### config.mk
export PLATFORM = sky130hd
export DESIGN_NAME = mdu_issue_controller
export DESIGN_NICKNAME = d
export VERILOG_FILES = /design/src/rtl/mdu_pkg.sv /design/src/rtl/mdu_cmd_fifo.sv /design/src/rtl/mdu_issue_controller.sv
export SDC_FILE = /design/constraint.sdc
export NUM_CORES = 1
export LEC_CHECK = 0
export ABC_AREA = 1
export BUFFER_PORTS_ARGS = -buffer_cell sky130_fd_sc_hd__buf_2
export CAP_MARGIN = 10
export CORE_ASPECT_RATIO = 1.1
export CORE_MARGIN = 2
export CORE_UTILIZATION = 48
export CTS_CLUSTER_DIAMETER = 100
export DETAILED_ROUTE_END_ITERATION = 6
export PLACE_DENSITY_LB_ADDON = 0.25
export SLEW_MARGIN = 20
export SYNTH_ARGS = -nofsm -noshare
export SYNTH_HDL_FRONTEND = slang
export SYNTH_SLANG_ARGS = --single-unit
### constraint.sdc
create_clock -name clock -period 15.18 [get_ports clock]
set_input_delay 3.036 -clock clock [delete_from_list [all_inputs] [get_ports clock]]
set_output_delay 3.036 -clock clock [all_outputs]
set_load 0.1 [all_outputs]
### src/rtl/mdu_pkg.sv
// Shared types for the MDU issue path: operation encodings, command word, helpers.
package mdu_pkg;

    typedef logic [31:0] word_t;

    typedef enum logic [2:0] {
        READ_HI    = 3'd0,
        READ_LO    = 3'd1,
        WRITE_HI   = 3'd2,
        WRITE_LO   = 3'd3,
        START_SMUL = 3'd4,
        START_UMUL = 3'd5,
        START_SDIV = 3'd6,
        START_UDIV = 3'd7
    } mdu_operation_t;

    typedef enum logic [1:0] {
        IDLE     = 2'd0,
        PENDING  = 2'd1,
        DISPATCH = 2'd2
    } issue_state_t;

    function automatic logic is_start_op(input logic [2:0] op);
        return op[2];
    endfunction

    function automatic logic is_read_op(input logic [2:0] op);
        return (op[2:1] == 2'b00);
    endfunction

endpackage

### src/rtl/mdu_cmd_fifo.sv
// In-order command queue of {op, operand1, operand2}; DEPTH must be a power of two >= 2.
// Push is ignored when full, pop is ignored when empty; full/count reflect the pre-update state.
module mdu_cmd_fifo
    import mdu_pkg::*;
#(
    parameter int DEPTH = 2,
    parameter int OP_W  = 3,
    localparam int PTR_W = $clog2(DEPTH),
    localparam int CNT_W = PTR_W + 1
) (
    input  logic             clock,
    input  logic             reset,
    input  logic             push,
    input  logic [OP_W-1:0]  push_op,
    input  word_t            push_operand1,
    input  word_t            push_operand2,
    input  logic             pop,
    output logic [OP_W-1:0]  head_op,
    output word_t            head_operand1,
    output word_t            head_operand2,
    output logic             full,
    output logic             empty,
    output logic [CNT_W-1:0] count
);

    logic [OP_W-1:0]  op_mem [DEPTH];
    word_t            a_mem  [DEPTH];
    word_t            b_mem  [DEPTH];
    logic [PTR_W-1:0] head;
    logic [PTR_W-1:0] tail;
    logic             push_ok;
    logic             pop_ok;

    assign full    = (count == CNT_W'(DEPTH));
    assign empty   = (count == '0);
    assign push_ok = push && !full;
    assign pop_ok  = pop && !empty;

    assign head_op       = op_mem[head];
    assign head_operand1 = a_mem[head];
    assign head_operand2 = b_mem[head];

    always_ff @(posedge clock) begin
        if (reset) begin
            head  <= '0;
            tail  <= '0;
            count <= '0;
        end else begin
            if (push_ok) begin
                op_mem[tail] <= push_op;
                a_mem[tail]  <= push_operand1;
                b_mem[tail]  <= push_operand2;
                tail         <= tail + PTR_W'(1);
            end
            if (pop_ok) begin
                head <= head + PTR_W'(1);
            end
            count <= count + CNT_W'(push_ok) - CNT_W'(pop_ok);
        end
    end

endmodule

### src/rtl/mdu_issue_controller.sv
// Queues MDU writes/starts in order and dispatches them when the MDU is idle; reads bypass the queue.
// Optional MDU_ISSUE_PERF_EN adds saturating read/full stall cycle counters.
module mdu_issue_controller
    import mdu_pkg::*;
#(
    parameter int DEPTH = 2,
    parameter int OP_W  = 3
) (
    input  logic            clock,
    input  logic            reset,
    input  logic            req_valid,
    input  logic [OP_W-1:0] req_op,
    input  logic [31:0]     req_operand1,
    input  logic [31:0]     req_operand2,
    output logic            stall,
    output logic [31:0]     read_data,
    output logic [OP_W-1:0] mdu_operation,
    output logic [31:0]     mdu_operand1,
    output logic [31:0]     mdu_operand2,
    output logic            mdu_start,
`ifdef MDU_ISSUE_PERF_EN
    output logic [31:0]     read_stall_cycles,
    output logic [31:0]     full_stall_cycles,
`endif
    input  logic            mdu_busy,
    input  logic [31:0]     mdu_data_read
);

    localparam int CNT_W = $clog2(DEPTH) + 1;

    issue_state_t     state_q, state_d;
    logic             guard_q, guard_d;
    logic             push, pop, dispatch;
    logic             full, empty, req_is_read;
    logic             read_blocked;
    logic [CNT_W-1:0] count, count_next;
    logic [OP_W-1:0]  head_op;
    word_t            head_operand1, head_operand2;

    mdu_cmd_fifo #(.DEPTH(DEPTH), .OP_W(OP_W)) u_fifo (
        .clock         (clock),
        .reset         (reset),
        .push          (push),
        .push_op       (req_op),
        .push_operand1 (req_operand1),
        .push_operand2 (req_operand2),
        .pop           (pop),
        .head_op       (head_op),
        .head_operand1 (head_operand1),
        .head_operand2 (head_operand2),
        .full          (full),
        .empty         (empty),
        .count         (count)
    );

    assign req_is_read  = is_read_op(req_op[2:0]);
    assign read_blocked = (count != '0) || mdu_busy || guard_q;
    // Live busy/guard are re-checked so a stale DISPATCH state can never double-start.
    assign dispatch     = (state_q == DISPATCH) && !empty && !mdu_busy && !guard_q;

    always_ff @(posedge clock) begin
        if (reset) begin
            state_q <= IDLE;
            guard_q <= 1'b0;
        end else begin
            state_q <= state_d;
            guard_q <= guard_d;
        end
    end

    always_comb begin
        stall         = 1'b0;
        read_data     = '0;
        mdu_operation = OP_W'(READ_HI);
        mdu_operand1  = '0;
        mdu_operand2  = '0;
        mdu_start     = 1'b0;
        push          = 1'b0;
        pop           = 1'b0;
        guard_d       = 1'b0;
        state_d       = state_q;

        if (dispatch) begin
            mdu_operation = head_op;
            mdu_operand1  = head_operand1;
            mdu_operand2  = head_operand2;
            mdu_start     = is_start_op(head_op[2:0]);
            pop           = 1'b1;
            guard_d       = is_start_op(head_op[2:0]);
        end

        // An unstalled read implies an empty queue, so it never collides with a dispatch.
        if (req_valid) begin
            if (req_is_read) begin
                stall = read_blocked;
                if (!read_blocked) begin
                    mdu_operation = req_op;
                    read_data     = mdu_data_read;
                end
            end else begin
                stall = full;
                push  = !full;
            end
        end

        count_next = count + CNT_W'(push) - CNT_W'(pop);
        if (count_next == '0) begin
            state_d = IDLE;
        end else if (mdu_busy || guard_d) begin
            state_d = PENDING;
        end else begin
            state_d = DISPATCH;
        end
    end

`ifdef MDU_ISSUE_PERF_EN
    logic read_stall_now, full_stall_now;

    assign read_stall_now = req_valid && req_is_read && read_blocked;
    assign full_stall_now = req_valid && !req_is_read && full;

    always_ff @(posedge clock) begin
        if (reset) begin
            read_stall_cycles <= '0;
            full_stall_cycles <= '0;
        end else begin
            if (read_stall_now && (read_stall_cycles != '1)) begin
                read_stall_cycles <= read_stall_cycles + 32'd1;
            end
            if (full_stall_now && (full_stall_cycles != '1)) begin
                full_stall_cycles <= full_stall_cycles + 32'd1;
            end
        end
    end
`endif

endmodule

==> metrics.md <==
| Metric | Value |
|---|---|
| FF+latch count, synth | `142` |
| Critical Path AT | `4.95 ns` |
| Dpl hpwl | `8.52 mm` |
| Main combinational cell family by area after synthesis | `simple AND/OR/NAND/NOR gates` |
| Average cell area after synthesis | `11.8 µm²` |
| TritonCTS clock tree | `done` |
| Die X | `108 µm` |
| R2r startpoint | `u_fifo.count[0]` |
| Drt drc | `0` |
| Worst-Margin Slew | `0.924 ns` |
| Final Hold Viols | `0` |
| Final net count | `795` |
| Syn nets | `592` |
| Post-CTS Repair Setup Buffers | `0` |
| Clock latency at the later pin of the worst-skew pair | `0.41 ns` |
| Post-synth design cell area | `5740 µm²` |
| Antenna violations before repair | `0` |
| Fin area | `7450 µm²` |
| Clk sink count | `142` |
| Worst hold endpoint | `u_fifo.tail` |
| Mux share of post-synthesis cell area | `0%` |
| Final TNS setup | `0 ns` |
| Die Area | `12900 µm²` |
| DR vias/cell | `4.99` |
| GP Congestion | `0.743` |
| RR Endpoint | `u_fifo.b_mem[0][7]` |
| Crit path kind | `primary input to primary output` |
| Req. time, crit path | `12.14 ns` |
| Post-synth cell types | `23` |
| Ant diodes | `0` |
| Power per standard cell area | `127 nW/µm²` |
| Register area share after synthesis | `72.9%` |
| Clk slew on worst S/H paths | `0.06 ns` |
| Tot Pwr | `946 µW` |
| Critical path startpoint | `mdu_busy` |
| Post-synthesis simple-gate area fraction | `13.2%` |
| # IOs | `204` |
| Clock Path Buffers | `2` |
| Synth Area in Adders | `0.654%` |
| Setup Viol. Count Final | `0` |
| Most common cell after layout, fill and taps aside | `buf_2` |
| Pre-antenna DRT Iters | `4` |
| Largest net degree at the start of global routing | `68` |
| Worst Hold Depth | `2` |
| Initial DRC Count | `234` |
| Synth top area cells | `edfxtp_1, nand2_1, a21oi_1` |
| Row cnt | `41` |
| RSZ-0062 raised after global routing | `false` |
| Area grow syn2layout | `29.8%` |
| Grt total ovfl | `0` |
| Clock period minus worst slack | `7.99 ns` |
| Max VDD drop | `0.0000812 V` |
| Placed cells | `820` |
| Final Routed Wirelength | `13.1 mm` |
| Ys Warns | `0` |
| DP Area | `6880 µm²` |
| R2r setup slk | `12.49 ns` |
| Synth Area in XOR/XNOR | `0.153%` |
| Die Ht | `119 µm` |
| Worst-path fanout max | `38` |
| Layout cells sized above 1 | `37.5%` |
| Crit start category | `primary input` |
| Initial Utilization | `49.5%` |
| Clock skew | `0.00592 ns` |
| Core area | `11600 µm²` |
| GRT Total Usage | `20.7%` |
| Syn Inst Count | `486` |
| Worst setup EP type | `primary output` |
| Final period util | `52.6%` |
| Vias | `4248` |
| Post-route ant nets | `0` |
| Slew headroom | `38.2%` |
| Vias in the first global route | `4053` |
| Max cap viols | `0` |
| Cell count of the worst reg-to-reg path | `7` |
| Post-Layout Cell Count | `851` |
| Largest area contributor in the netlist | `edfxtp_1` |
| Final slew viol count | `0` |
| Drt wl/cell | `15.4 µm` |
| Hold Buf Count CTS | `0` |
| Post-cts sizing count | `0` |
| HP Class | `flip-flop to flip-flop` |
| FMAX | `125 MHz` |
| Yosys top cell area share | `70.1%` |
| First-pass GRT wire length | `19.9 mm` |
| Num CTS Buffers | `17` |
| H-tree lvl count | `4` |
| Commonest non-fill, non-tap cells in the layout | `buf_2, nand2_1, edfxtp_1, a21oi_1, inv_1` |
| Root buffer cell | `clkbuf_16` |
| Outcome | `finished, final reports clean` |
| Hold_sp | `u_fifo.tail` |
| PortBufs | `203` |
| Post-synthesis compound-gate area fraction | `7.93%` |
| Leak | `3.33 nW` |
-- cells in the mapped netlist --
library cell and instances:
xor2_1 1, buf_6 3, buf_1 1, nor2_4 1
nor2_2 2, o21a_1 2, nand3_1 3, nor3b_1 1
nor2_1 42, nand4_1 1, nand2_1 142, clkbuf_1 11
and3_1 1, inv_1 44, edfxtp_1 134, a21oi_1 49
nor3_1 2, dfxtp_1 8, a21oi_2 20, inv_2 2
buf_2 9, o21ai_0 4, ha_1 3
-- power by group --
| group | leakage (nW) | switching, mW | internal [mW] |
|---|---|---|---|
| combinational | 1.78 | 0.0704 | 0.0217 |
| clock | 0.268 | 0.149 | 0.255 |
| sequential | 1.29 | 0.00467 | 0.446 |
| total | 3.33 | 0.224 | 0.722 |
-- cell type report --
cell class / instances / area (µm²)
Tap cell: 150 / 188
Clock inverter: 13 / 149
Multi-Input combinational cell: 274 / 1270
Inverter: 46 / 175
Fill cell: 909 / 4140
Sequential cell: 142 / 4190
Timing Repair Buffer: 208 / 1050
Clock buffer: 18 / 429
-- kinds of logic after synthesis --
family	count (synthesis)
buffers and inverters	70
DFF	142
AOI/OAI and AO/OA	75
xor gates and xnor gates	1
and+or+nand+nor	195
adders and majority gates	3
-- metrics by stage --
stage	setup slack (ns)	utilization (%)	hold WS (ns)
CTS	7.19	64.3	0.468
finish	7.19	64.3	0.473
global placement	7.28	59.3	0.454
detailed placement	7.20	59.3	0.460
global route	7.04	64.3	0.480
floorplan	6.55	-	0.439
-- sequential cells by signal, summed over array words and instances, names as in the netlist, named ones only --
signal / cells
u_fifo.b_mem: 64
u_fifo.count: 2
u_fifo.op_mem: 6
guard_q: 1
u_fifo.tail: 1
u_fifo.head: 1
u_fifo.a_mem: 64
state_q: 2
-- routing by layer --
metal  vias to the layer above  global-route usage [%]  part of all wire, %  wire length, µm
met4                         0                    7.61                  1.3              167
li1                       2042                       -                    -                -
met3                        13                    5.46                  7.6              994
met2                       187                    37.7                   54             7110
met1                      2006                    22.7                   37             4870
met5                         -                       0                    0                0
-- how the worst max path moves through the flow --
stage	end	slack [ns]	cells after the start
after floorplan	mdu_operation[0]	6.55	5
after global placement	read_data[27]	7.28	6
after detailed placement	read_data[27]	7.20	6
after CTS	mdu_operand2[28]	7.19	8
after global routing	mdu_operand2[28]	7.04	8
final	mdu_operand2[28]	7.19	8
-- critical path: stages --
cell and delay [ns]:
buf_2 0.11, nor2_2 0.14, nand2_1 0.12, nor2_4 0.16, inv_2 0.28, buf_4 0.37, a21oi_1 0.24, buf_2 0.46
(Power assumes the default switching activity.)
